`src/rtl/toy_bpu_redirect_ctrl.sv`:
```
// toy_bpu_redirect_ctrl
// Arbitrates frontend redirects between the backend commit stage, the execute
// stage and the bp2 predictor. A backend/execute redirect flushes the fetch
// pipeline for one cycle and then stalls bp1 for RESTART_CYC cycles. A bp2
// flow change only reloads the bp1 PC, and only while no flush sequence runs.
//
// Ports:
//   clk, rst_n                        clock, async active-low reset
//   be_redirect_vld/pc                backend redirect (highest priority)
//   ex_redirect_vld/pc                execute redirect
//   bpdec_bp2_vld/chgflw/tgt_pc       bp2 flow override (lowest priority)
//   fe_ctrl_flush                     flush pulse to BTFIFO / fetch pipeline
//   bp1_redirect_vld/pc               bp1 PC reload strobe and target
//   bp1_stall                         bp1 must not issue predictions
//   flush_cnt                         saturating count of flush cycles
module toy_bpu_redirect_ctrl #(
   parameter int unsigned ADDR_WIDTH  = 32,
   parameter int unsigned RESTART_CYC = 2
) (
   input  logic                  clk,
   input  logic                  rst_n,
   input  logic                  be_redirect_vld,
   input  logic [ADDR_WIDTH-1:0] be_redirect_pc,
   input  logic                  ex_redirect_vld,
   input  logic [ADDR_WIDTH-1:0] ex_redirect_pc,
   input  logic                  bpdec_bp2_vld,
   input  logic                  bpdec_bp2_chgflw,
   input  logic [ADDR_WIDTH-1:0] bpdec_bp2_tgt_pc,
   output logic                  fe_ctrl_flush,
   output logic                  bp1_redirect_vld,
   output logic [ADDR_WIDTH-1:0] bp1_redirect_pc,
   output logic                  bp1_stall,
   output logic [15:0]           flush_cnt
);

   typedef enum logic [1:0] {
      S_IDLE,
      S_FLUSH,
      S_RESTART
   } state_e;

   localparam logic [3:0] RESTART_LD = 4'(RESTART_CYC);

   state_e                  state_q, state_d;
   logic [3:0]              rst_cnt_q, rst_cnt_d;
   logic                    fe_ctrl_flush_q, fe_ctrl_flush_d;
   logic                    bp1_redirect_vld_q, bp1_redirect_vld_d;
   logic [ADDR_WIDTH-1:0]   bp1_redirect_pc_q, bp1_redirect_pc_d;
   logic                    bp1_stall_q, bp1_stall_d;
   logic [15:0]             flush_cnt_q, flush_cnt_d;

   logic                    flush_req;
   logic                    bp2_redir;

   always_comb begin
      state_d            = state_q;
      rst_cnt_d          = rst_cnt_q;
      bp1_redirect_pc_d  = bp1_redirect_pc_q;
      bp1_redirect_vld_d = 1'b0;
      flush_cnt_d        = flush_cnt_q;

      flush_req = be_redirect_vld | ex_redirect_vld;
      bp2_redir = bpdec_bp2_vld & bpdec_bp2_chgflw & ~flush_req;

      if (flush_req) begin
         // A new flush wins in any state and restarts the whole sequence.
         state_d           = S_FLUSH;
         rst_cnt_d         = RESTART_LD;
         bp1_redirect_pc_d = be_redirect_vld ? be_redirect_pc : ex_redirect_pc;
      end else begin
         unique case (state_q)
            S_IDLE: begin
               if (bp2_redir) begin
                  bp1_redirect_vld_d = 1'b1;
                  bp1_redirect_pc_d  = bpdec_bp2_tgt_pc;
               end
            end
            S_FLUSH: begin
               if (RESTART_CYC == 0) begin
                  state_d   = S_IDLE;
                  rst_cnt_d = '0;
               end else begin
                  state_d   = S_RESTART;
                  rst_cnt_d = RESTART_LD;
               end
            end
            S_RESTART: begin
               if (rst_cnt_q <= 4'd1) begin
                  state_d   = S_IDLE;
                  rst_cnt_d = '0;
               end else begin
                  rst_cnt_d = rst_cnt_q - 4'd1;
               end
            end
            default: begin
               state_d   = S_IDLE;
               rst_cnt_d = '0;
            end
         endcase
      end

      // Outputs are registered copies of the next-state decode.
      fe_ctrl_flush_d    = (state_d == S_FLUSH);
      bp1_redirect_vld_d = bp1_redirect_vld_d | fe_ctrl_flush_d;
      bp1_stall_d        = (state_d != S_IDLE);
      if (fe_ctrl_flush_d && (flush_cnt_q != '1)) begin
         flush_cnt_d = flush_cnt_q + 16'd1;
      end
   end

   always_ff @(posedge clk or negedge rst_n) begin
      if (!rst_n) begin
         state_q            <= S_IDLE;
         rst_cnt_q          <= '0;
         fe_ctrl_flush_q    <= 1'b0;
         bp1_redirect_vld_q <= 1'b0;
         bp1_redirect_pc_q  <= '0;
         bp1_stall_q        <= 1'b0;
         flush_cnt_q        <= '0;
      end else begin
         state_q            <= state_d;
         rst_cnt_q          <= rst_cnt_d;
         fe_ctrl_flush_q    <= fe_ctrl_flush_d;
         bp1_redirect_vld_q <= bp1_redirect_vld_d;
         bp1_redirect_pc_q  <= bp1_redirect_pc_d;
         bp1_stall_q        <= bp1_stall_d;
         flush_cnt_q        <= flush_cnt_d;
      end
   end

   assign fe_ctrl_flush    = fe_ctrl_flush_q;
   assign bp1_redirect_vld = bp1_redirect_vld_q;
   assign bp1_redirect_pc  = bp1_redirect_pc_q;
   assign bp1_stall        = bp1_stall_q;
   assign flush_cnt        = flush_cnt_q;

endmodule

```
`config.mk`:
```
export PLATFORM = sky130hd
export DESIGN_NAME = toy_bpu_redirect_ctrl
export DESIGN_NICKNAME = d
export VERILOG_FILES = /design/src/rtl/toy_bpu_redirect_ctrl.sv
export SDC_FILE = /design/constraint.sdc
export NUM_CORES = 1
export LEC_CHECK = 0
export CELL_PAD_IN_SITES_DETAIL_PLACEMENT = 0
export CELL_PAD_IN_SITES_GLOBAL_PLACEMENT = 2
export CORE_MARGIN = 2
export CORE_UTILIZATION = 23
export CTS_CLUSTER_DIAMETER = 100
export DETAILED_ROUTE_END_ITERATION = 16
export PLACE_DENSITY_LB_ADDON = 0.1
export RECOVER_POWER = 50
export SYNTH_ARGS = -nofsm -noshare
export SYNTH_HDL_FRONTEND = slang
export SYNTH_SLANG_ARGS = --single-unit
```
`constraint.sdc`:
```
create_clock -name clk -period 2.35 [get_ports clk]
set_input_delay 0.3525 -clock clk [delete_from_list [all_inputs] [get_ports clk]]
set_output_delay 0.3525 -clock clk [all_outputs]
set_load 0.02 [all_outputs]
```
# Word-level counts from Yosys, hierarchy flattened
# Index checks and enable logic that the tools add are counted.
[totals]
inputBits = 102
ff_bits = 57
output_inout_bits = 51
elab_cells = 39
[op_classes]
magnitude_cmp = 1
mux = 13
add_sub_neg = 2
bitwise_logic = 5
n_reduce_logical = 6
n_eq_ne = 5
[op_table]
columns = ["cell", "n"]
rows = [
  ["two-way mux 32 bit", 4],
  ["adder 16 x 1 -> 16 bit (second input constant)", 1],
  ["inequality test 16 bit (second input constant)", 1],
  ["one-hot mux 4 bit (3 select lines)", 1],
  ["two-way mux 4 bit", 2],
  ["one-hot mux 2 bit (3 select lines)", 1],
  ["nonzero test 2 bit", 3],
  ["== test 2 x 1 -> 1 bit (second input constant)", 2],
  ["less-or-equal comparator 4 x 1 -> 1 bit (second input constant)", 1],
  ["two-way mux 2 bit", 2],
  ["subtractor 4 x 1 -> 4 bit (second input constant)", 1],
  ["two-way mux 1 bit", 3],
  ["bitwise AND 1 bit", 2],
  ["== test 2 bit (second input constant)", 1],
  ["zero test 2 bit", 1],
  ["inequality test 2 bit (second input constant)", 1],
  ["bitwise OR 1 bit", 2],
  ["AND reduction 2 bit", 1],
  ["logical AND 1 bit", 1],
  ["NOT 1 bit", 1],
]

# Longest topological paths before layout
# Gate-level depths: netlist of run 1.
[depth]
depth_word = 7
depth_mapped = 9
ltp_nobuf = 8

# Worst setup path before layout of run 1
# No wires, ideal clock.
[synth_timing]
path_kind = "flip-flop to flip-flop"
start = "register flush_cnt_q[0], in the netlist flush_cnt[0]"
end = "register flush_cnt_q[1], in the netlist flush_cnt[1]"
arrival_ns = 1.790
n_path_buf = 0
path_stages_with_launch = 7
t_required_ns = 2.222
synth_period_minus_slack_ns = 1.918
setup_time_ns = 0.128
slack_ns = 0.432
cell_sequence = "dfrtp_1 ha_1 and3_1 and3_1 and3_1 nor2_1 mux2_1"
[synth_between]
elab_chain_cells = 2
word_cells_on_any_way = 3
classes_between = "1 x add/sub; 1 x eq/ne; 1 x reduce/logical"
[synth_rtl]
columns = ["element", "line_no", "text"]
rows = [
  ["from (decl)", "50", "logic [15:0] flush_cnt_q, flush_cnt_d;"],
  ["from (signal assigned)", "127", "flush_cnt_q <= flush_cnt_d;"],
  ["parallel branches: the longest is 2 deep, another holds adder 16 x 1 -> 16 bit", "--", ""],
]
# Parallel ways; which one is timed is not known.
# A chain may end at the register's enable or synchronous reset.

# Final worst setup path of run 1
[layout_timing]
start = "register rst_cnt_q[0]"
end = "register flush_cnt_q[14], in the netlist flush_cnt[14]"
[layout_between]
elab_chain_cells = 6
[layout_rtl]
columns = ["element", "line_no", "text"]
rows = [
  ["from (decl)", "45", "logic [3:0] rst_cnt_q, rst_cnt_d;"],
  ["from (signal assigned)", "122", "rst_cnt_q <= rst_cnt_d;"],
  ["less-or-equal comparator 4 x 1 -> 1 bit", "88", "if (rst_cnt_q <= 4'd1) begin"],
  ["two-way mux 2 bit", "88", ""],
  ["one-hot mux 2 bit (3 select lines)", "71", "unique case (state_q)"],
  ["two-way mux 2 bit", "65", "if (flush_req) begin"],
  ["== test 2 x 1 -> 1 bit", "103", "fe_ctrl_flush_d = (state_d == S_FLUSH);"],
  ["logical AND 1 bit", "106", "if (fe_ctrl_flush_d && (flush_cnt_q != '1)) begin"],
]
# No other way between the ends.

==> results of run 1 <==
## stage by stage
stage	total power, mW	std cells
4_1_cts	4.033	673
3_5_place_dp	2.628	657
6_report	3.937	673
3_3_place_gp	2.628	657
2_1_floorplan	1.944	341
5_1_grt	4.195	673
## power groups by stage
stage	logic (mW)	clock network, mW	registers (mW)
finish	1.23	1.36	1.35
global route	1.35	1.46	1.39
CTS	1.26	1.41	1.36
detailed placement	1.26	0	1.37
global placement	1.25	0	1.37
floorplan	0.382	0	1.56
## worst max-delay path, stage by stage, from the launching register on
cell and delay [ns]:
dfrtp_1 0.40, inv_1 0.06, ha_1 0.22, nor2_1 0.18
o2111ai_1 0.12, and2_0 0.20, buf_4 0.22, nor2_1 0.14
mux2_1 0.32
## cells by family after synthesis
family                     Yosys count
and+or+nand+nor                    123
AOI/OAI and AO/OA                   77
DFF                                 57
muxes                               35
buffers and inverters               28
xor gates and xnor gates            14
adders and majority gates            7
## metal layers
layer | wire length (um) | vias to the layer above | global-route usage (%)
li1 | - | 1476 | -
met1 | 3851 | 1305 | 15.43
met2 | 4607 | 77 | 23.27
met3 | 758 | 10 | 5.755
met4 | 150 | 0 | 5.233
met5 | 0 | - | 0
## registers in the layout, summed over array words and instances, names as in the netlist
name,count
bp1_redirect_pc,32
flush_cnt,16
rst_cnt_q,4
state_q,2
bp1_redirect_vld,1
bp1_stall,1
fe_ctrl_flush,1
## worst paths after layout
path / slack (ns) / cells after the start / from / to
hold reg to reg: 0.47 / 2 / bp1_redirect_pc[15] / bp1_redirect_pc[15]
setup / recovery: 0.36 / 8 / rst_cnt_q[0] / flush_cnt[14]
min in group asynchronous: 0.33 / 1 / rst_n / bp1_redirect_pc[10]
max in group asynchronous: 1.18 / 2 / rst_n / bp1_redirect_pc[15]
setup reg to reg: 0.36 / 8 / rst_cnt_q[0] / flush_cnt[14]
hold / removal: 0.30 / 3 / be_redirect_vld / state_q[0]
## area by class of cell
class                   count  area [um^2]  share of cell area [%]
repair buffers            162         1593                   30.98
multi-input cells         256         1570                   30.54
flip-flops and latches     57         1426                   27.74
clock buffers              14        274.0                   5.330
well taps                 176        220.2                   4.283
clock inverters             2        35.03                  0.6814
inverters                   6        22.52                  0.4381
## cells in the final DEF, fill, tap and decap left out, drive strengths merged
cell type / netlist / routed
clkdlybuf4s50: 0 / 131
nor3b: 3 / 3
nor3: 10 / 10
dfrtp: 57 / 57
and4: 1 / 1
nor2: 41 / 41
nor4: 2 / 2
clkbuf: 13 / 15
dlygate4sd3: 0 / 18
a41oi: 1 / 1
or4b: 1 / 1
or3: 1 / 1
nand2: 41 / 41
nand3: 8 / 8
mux2i: 33 / 33
mux2: 2 / 2
nand2b: 1 / 1
bufinv: 0 / 1
and2: 2 / 2
a21oi: 35 / 35
xor2: 13 / 13
inv: 6 / 6
o21ai: 37 / 37
ha: 7 / 7
nor2b: 2 / 2
nand4: 2 / 2
or2: 2 / 2
buf: 9 / 12
o2111ai: 1 / 1
o211ai: 2 / 2
xnor2: 1 / 1
a31oi: 1 / 1
and3: 6 / 6
clkinv: 0 / 1
==> metrics.txt, run 1 <==
final worst slack 0.3643 ns; drt via density 4.262; Synth Area in Adders 2.800%; fmax around 500 MHz; first-pass GRT wire length ~15000 um; CP arrival between 2 and 2.5 ns; Gate power share between 30% and 40%; iteration-0 DRC count of the detailed router between 100 and 150; nets 601; Synthesized Nets 450; WHS 0.3017 ns; Worst-Skew Late Latency 0.33 ns; Post-Route Skew 0.004093 ns; setup bufs post-CTS 0; fin area 0.005141 mm^2; number of H-tree levels 3; Slew @ Worst Pin 1.396 ns; leakage power 2.235 nW; Final setup viols 0; share of the synthesized area in the top cell type 45.60%; XOR/XNOR share of the synthesized area 3.920%; sw frac 31.04%; Hold Path Class input port to flip-flop; # fillers 1387; sequential area share after synthesis 45.60%; full die area 0.01455 mm^2; Post-DRT Antenna Nets 0; Sum Neg Setup Slack 0 ns; layout cells sized above 1 7.646%; Worst setup EP type flip-flop; First-pass DRT Iterations 4; Internal 2.715 mW; Antenna Cells 0; CP required 2.56 ns; relative slew slack 6.905%; DP Worst Slack roughly 0.36 ns; MaxCap Viol Count 0; Post-CTS Hold Buffers 0; crit start category flip-flop; Synth area leaders dfrtp_1, mux2i_1, o21ai_1; synthesized area 0.003128 mm^2; Compound-Gate Fraction of Synth Area 12.76%; number of synthesized flops with an enable pin 0; CTS max path bufs 2; die height 120.6 um; starting density of the core 23.62%; PortBufs 152; Psw ~1.2 mW; Mapped Cells 341; Core ar. about 0.013 mm^2; Avg Synthesized Cell Area 9.173 um^2; chip width 120.6 um; CTS Root Cell clkbuf_16; largest net degree at the start of global routing 65; post-synthesis mux area share between 10% and 20%; Row Count 42; total gr overflow 0; post-CTS sizing 0; CTS Sinks between 50 and 60; Fin. Hold Viols 0; Max Transition Viols Final 0; clock share of power between 30 and 40%; count of cell types in the netlist 38; Tcrit/Tclk final 84.50%; TritonCTS Buffers 9; Crit Path Category flip-flop to flip-flop; post-synthesis register bit count 57; CP max FO 14; Post-synth ARST share 100.0%; post-DR wirelength/cell approximately 14 um; status complete, no violations; Peak VDD IR roughly 0.4 mV; Placer Congestion 0.7497; # DRC 0; RSZ-0062 raised after global routing no; final core occ 38.82%; CTS tree built; clock-pin slew on the worst setup and hold paths 0.05 ns; synthesized-area fraction occupied by and/or/nand/nor cells around a fifth; GRT Total Usage 13.78%; sequential cell fraction of total power 34.4%; dominant cell by count in the synthesized netlist dfrtp_1; Final min period 1.986 ns; total number of yosys warnings 0; area leader, netlist dfrtp_1; DP HPWL ~7000 um; initial antenna violation count 0; io pins about 150; Power Density 765.8 mW/mm^2; top post-synthesis cells by count dfrtp_1, nand2_1, nor2_1; Placed Area 0.004833 mm^2; main combinational cell family by area after synthesis simple AND/OR/NAND/NOR gates; Routed WL ~9400 um; vias in the first global route a little over 3000; prevailing post-synth register cell dfrtp_1; Vias 2868; Synth-to-Final Area Change 64.36%
No activity file was read; power rests on OpenSTA's default activity.
==> run 2: changes to the inputs <==
==> constraint.sdc (replaced) <==
create_clock -name clk -period 1.9 [get_ports clk]
set_input_delay 0.285 -clock clk [delete_from_list [all_inputs] [get_ports clk]]
set_output_delay 0.285 -clock clk [all_outputs]
set_load 0.02 [all_outputs]
==> metrics.txt, run 2 (same netlist as run 1, synthesis figures left out) <==
CP max FO 3 (-11); Sum Neg Setup Slack 0 ns (unchanged); Reg area 0.001428 mm^2 (about the same); Placed Instances 673 (+2.4%); CTS Root Cell clkbuf_16; CP peak stage delay 0.39 ns (about the same); Hold Path Class input port to flip-flop; Peak VDD IR 0.3155 mV (-22%); # fillers 1365 (-1.6%); Final setup viols 0 (unchanged); Placer Congestion 0.7677 (+2.4%); cell mode on critical path and3_1; worst r2r src flush_cnt[0]; non-filler cells, final 690 (+2.5%); iteration-0 DRC count of the detailed router 102 (-1.9%); Core ar. 0.01324 mm^2 (unchanged); PortBufs 152 (unchanged); status complete, no violations; CP arrival 2.02 ns (-0.18 ns); Vias 2942 (+2.6%); Power Density 937.9 mW/mm^2 (+22%); setup bufs post-CTS 0 (unchanged); Final min period 1.800 ns (-0.1857 ns); Hold Path Origin be_redirect_vld; fmax 555.6 MHz (+10%); Tcrit/Tclk final 94.74% (+10 points); layout cells sized above 1 11.67% (+4.0 points); number of H-tree levels 3 (unchanged); initial antenna violation count 0 (unchanged); commonest non-fill, non-tap cell in the layout clkdlybuf4s50_1; slowest CP cell dfrtp_2; Worst-Skew Late Latency 0.34 ns (about the same); relative slew slack 35.45% (+29 points); CP delay by family, top simple AND/OR/NAND/NOR gates; Crit Path Category flip-flop to flip-flop; WP buf/inv 0 (-2); GRT Total Usage 13.86% (+0.087 points); chip width 120.6 um (unchanged); CTS tree built; CTS max path bufs 2 (unchanged); Power Total 5.011 mW (+27%); CP required 2.12 ns (-0.44 ns); Fin. Hold Viols 0 (unchanged); max FFs per register 32 (unchanged); drt via density 4.264 (about the same); die height 120.6 um (unchanged); crit start category flip-flop; RSZ-0062 raised after global routing no; Worst setup EP type flip-flop; MaxCap Viol Count 0 (unchanged); crit-path cells ha_1 > and3_1 > and3_1 > and3_1 > nor2_1 > mux2_1; starting density of the core 23.62% (unchanged); CTS Sinks 57 (unchanged); Post-DRT Antenna Nets 0 (unchanged); commonest cells after routing, fill and taps aside clkdlybuf4s50_1, dfrtp_1, nor2_1, nand2_1, o21ai_1; nets 618 (+2.8%); area of the multi-input gates 0.001599 mm^2 (+1.8%); largest net degree at the start of global routing 65 (unchanged); first-pass GRT wire length 15460 um (about the same); DP HPWL 7196 um (+3.1%); total gr overflow 0 (unchanged); post-DR wirelength/cell 14.07 um (+1.0%); leakage power 2.345 nW (+4.9%); Row Count 42 (unchanged); Antenna Cells 0 (unchanged); Slew @ Worst Pin 0.9683 ns (-0.4281 ns); io pins 153 (unchanged); Post-Route Skew 0.01099 ns (+0.006899 ns); Max Transition Viols Final 0 (unchanged); TritonCTS Buffers 9 (unchanged); clock-pin slew on the worst setup and hold paths 0.05 ns (about the same); Routed WL 9705 um (+3.6%); First-pass DRT Iterations 4 (unchanged); full die area 0.01455 mm^2 (unchanged); Critical Path Start flush_cnt[0]; Synth-to-Final Area Change 70.80%; vias in the first global route 3011 (-1.7%); # DRC 0 (unchanged)
## run 2: final timing paths
path,cells after the start,slack [ns],endpoint
max in group asynchronous,3,0.38,bp1_redirect_pc[21]
min in group asynchronous,2,0.64,flush_cnt[4]
max,6,0.10,flush_cnt[1]
min reg2reg,2,0.47,bp1_redirect_pc[17]
max reg2reg,6,0.10,flush_cnt[1]
min,4,0.32,state_q[0]
## run 2: metrics by stage
stage	instance area, um^2	hold WS [ns]	util (%)	setup WS, ns
finish	5343	0.3176	40.34	0.1000
floorplan	3129	-0.01059	-	0.01431
global placement	4992	0.2415	37.70	0.08569
CTS	5311	0.3033	40.11	0.02175
detailed placement	4992	0.2463	37.70	0.04026
global route	5343	0.3694	40.34	0.007827
## run 2: power breakdown
group	internal (mW)	switching, mW
clock	1.12	0.575
combinational	0.873	0.793
sequential	1.45	0.201
## run 2: repair_timing
action                                  4_1_cts  5_1_grt
endpoints found under the setup margin        0       15
resized for setup                             0        8
hold buffers                                  1        0
hold endpoints to repair                     15        0
## run 2: cell type report
type / instances / share of cell area (%)
Inverter: 6 / 0.4215
Timing Repair Buffer: 179 / 33.02
Clock inverter: 2 / 0.6557
Tap cell: 176 / 4.122
Multi-Input combinational cell: 256 / 29.93
Clock buffer: 14 / 5.129
Sequential cell: 57 / 26.72
## run 2: per-layer routing
metal  global-route usage, %  share of wire (%)
met4                   6.468                2.2
met5                       0                  0
met2                   22.28                 47
met1                   16.33                 44
met3                   5.236                7.4
## run 2: worst register-to-register path, cell delays in order, from the launching register on
cell and delay [ns]:
dfrtp_2 0.39, ha_1 0.20, and3_1 0.20, and3_1 0.19
and3_1 0.22, nor2_1 0.15, mux2_1 0.33
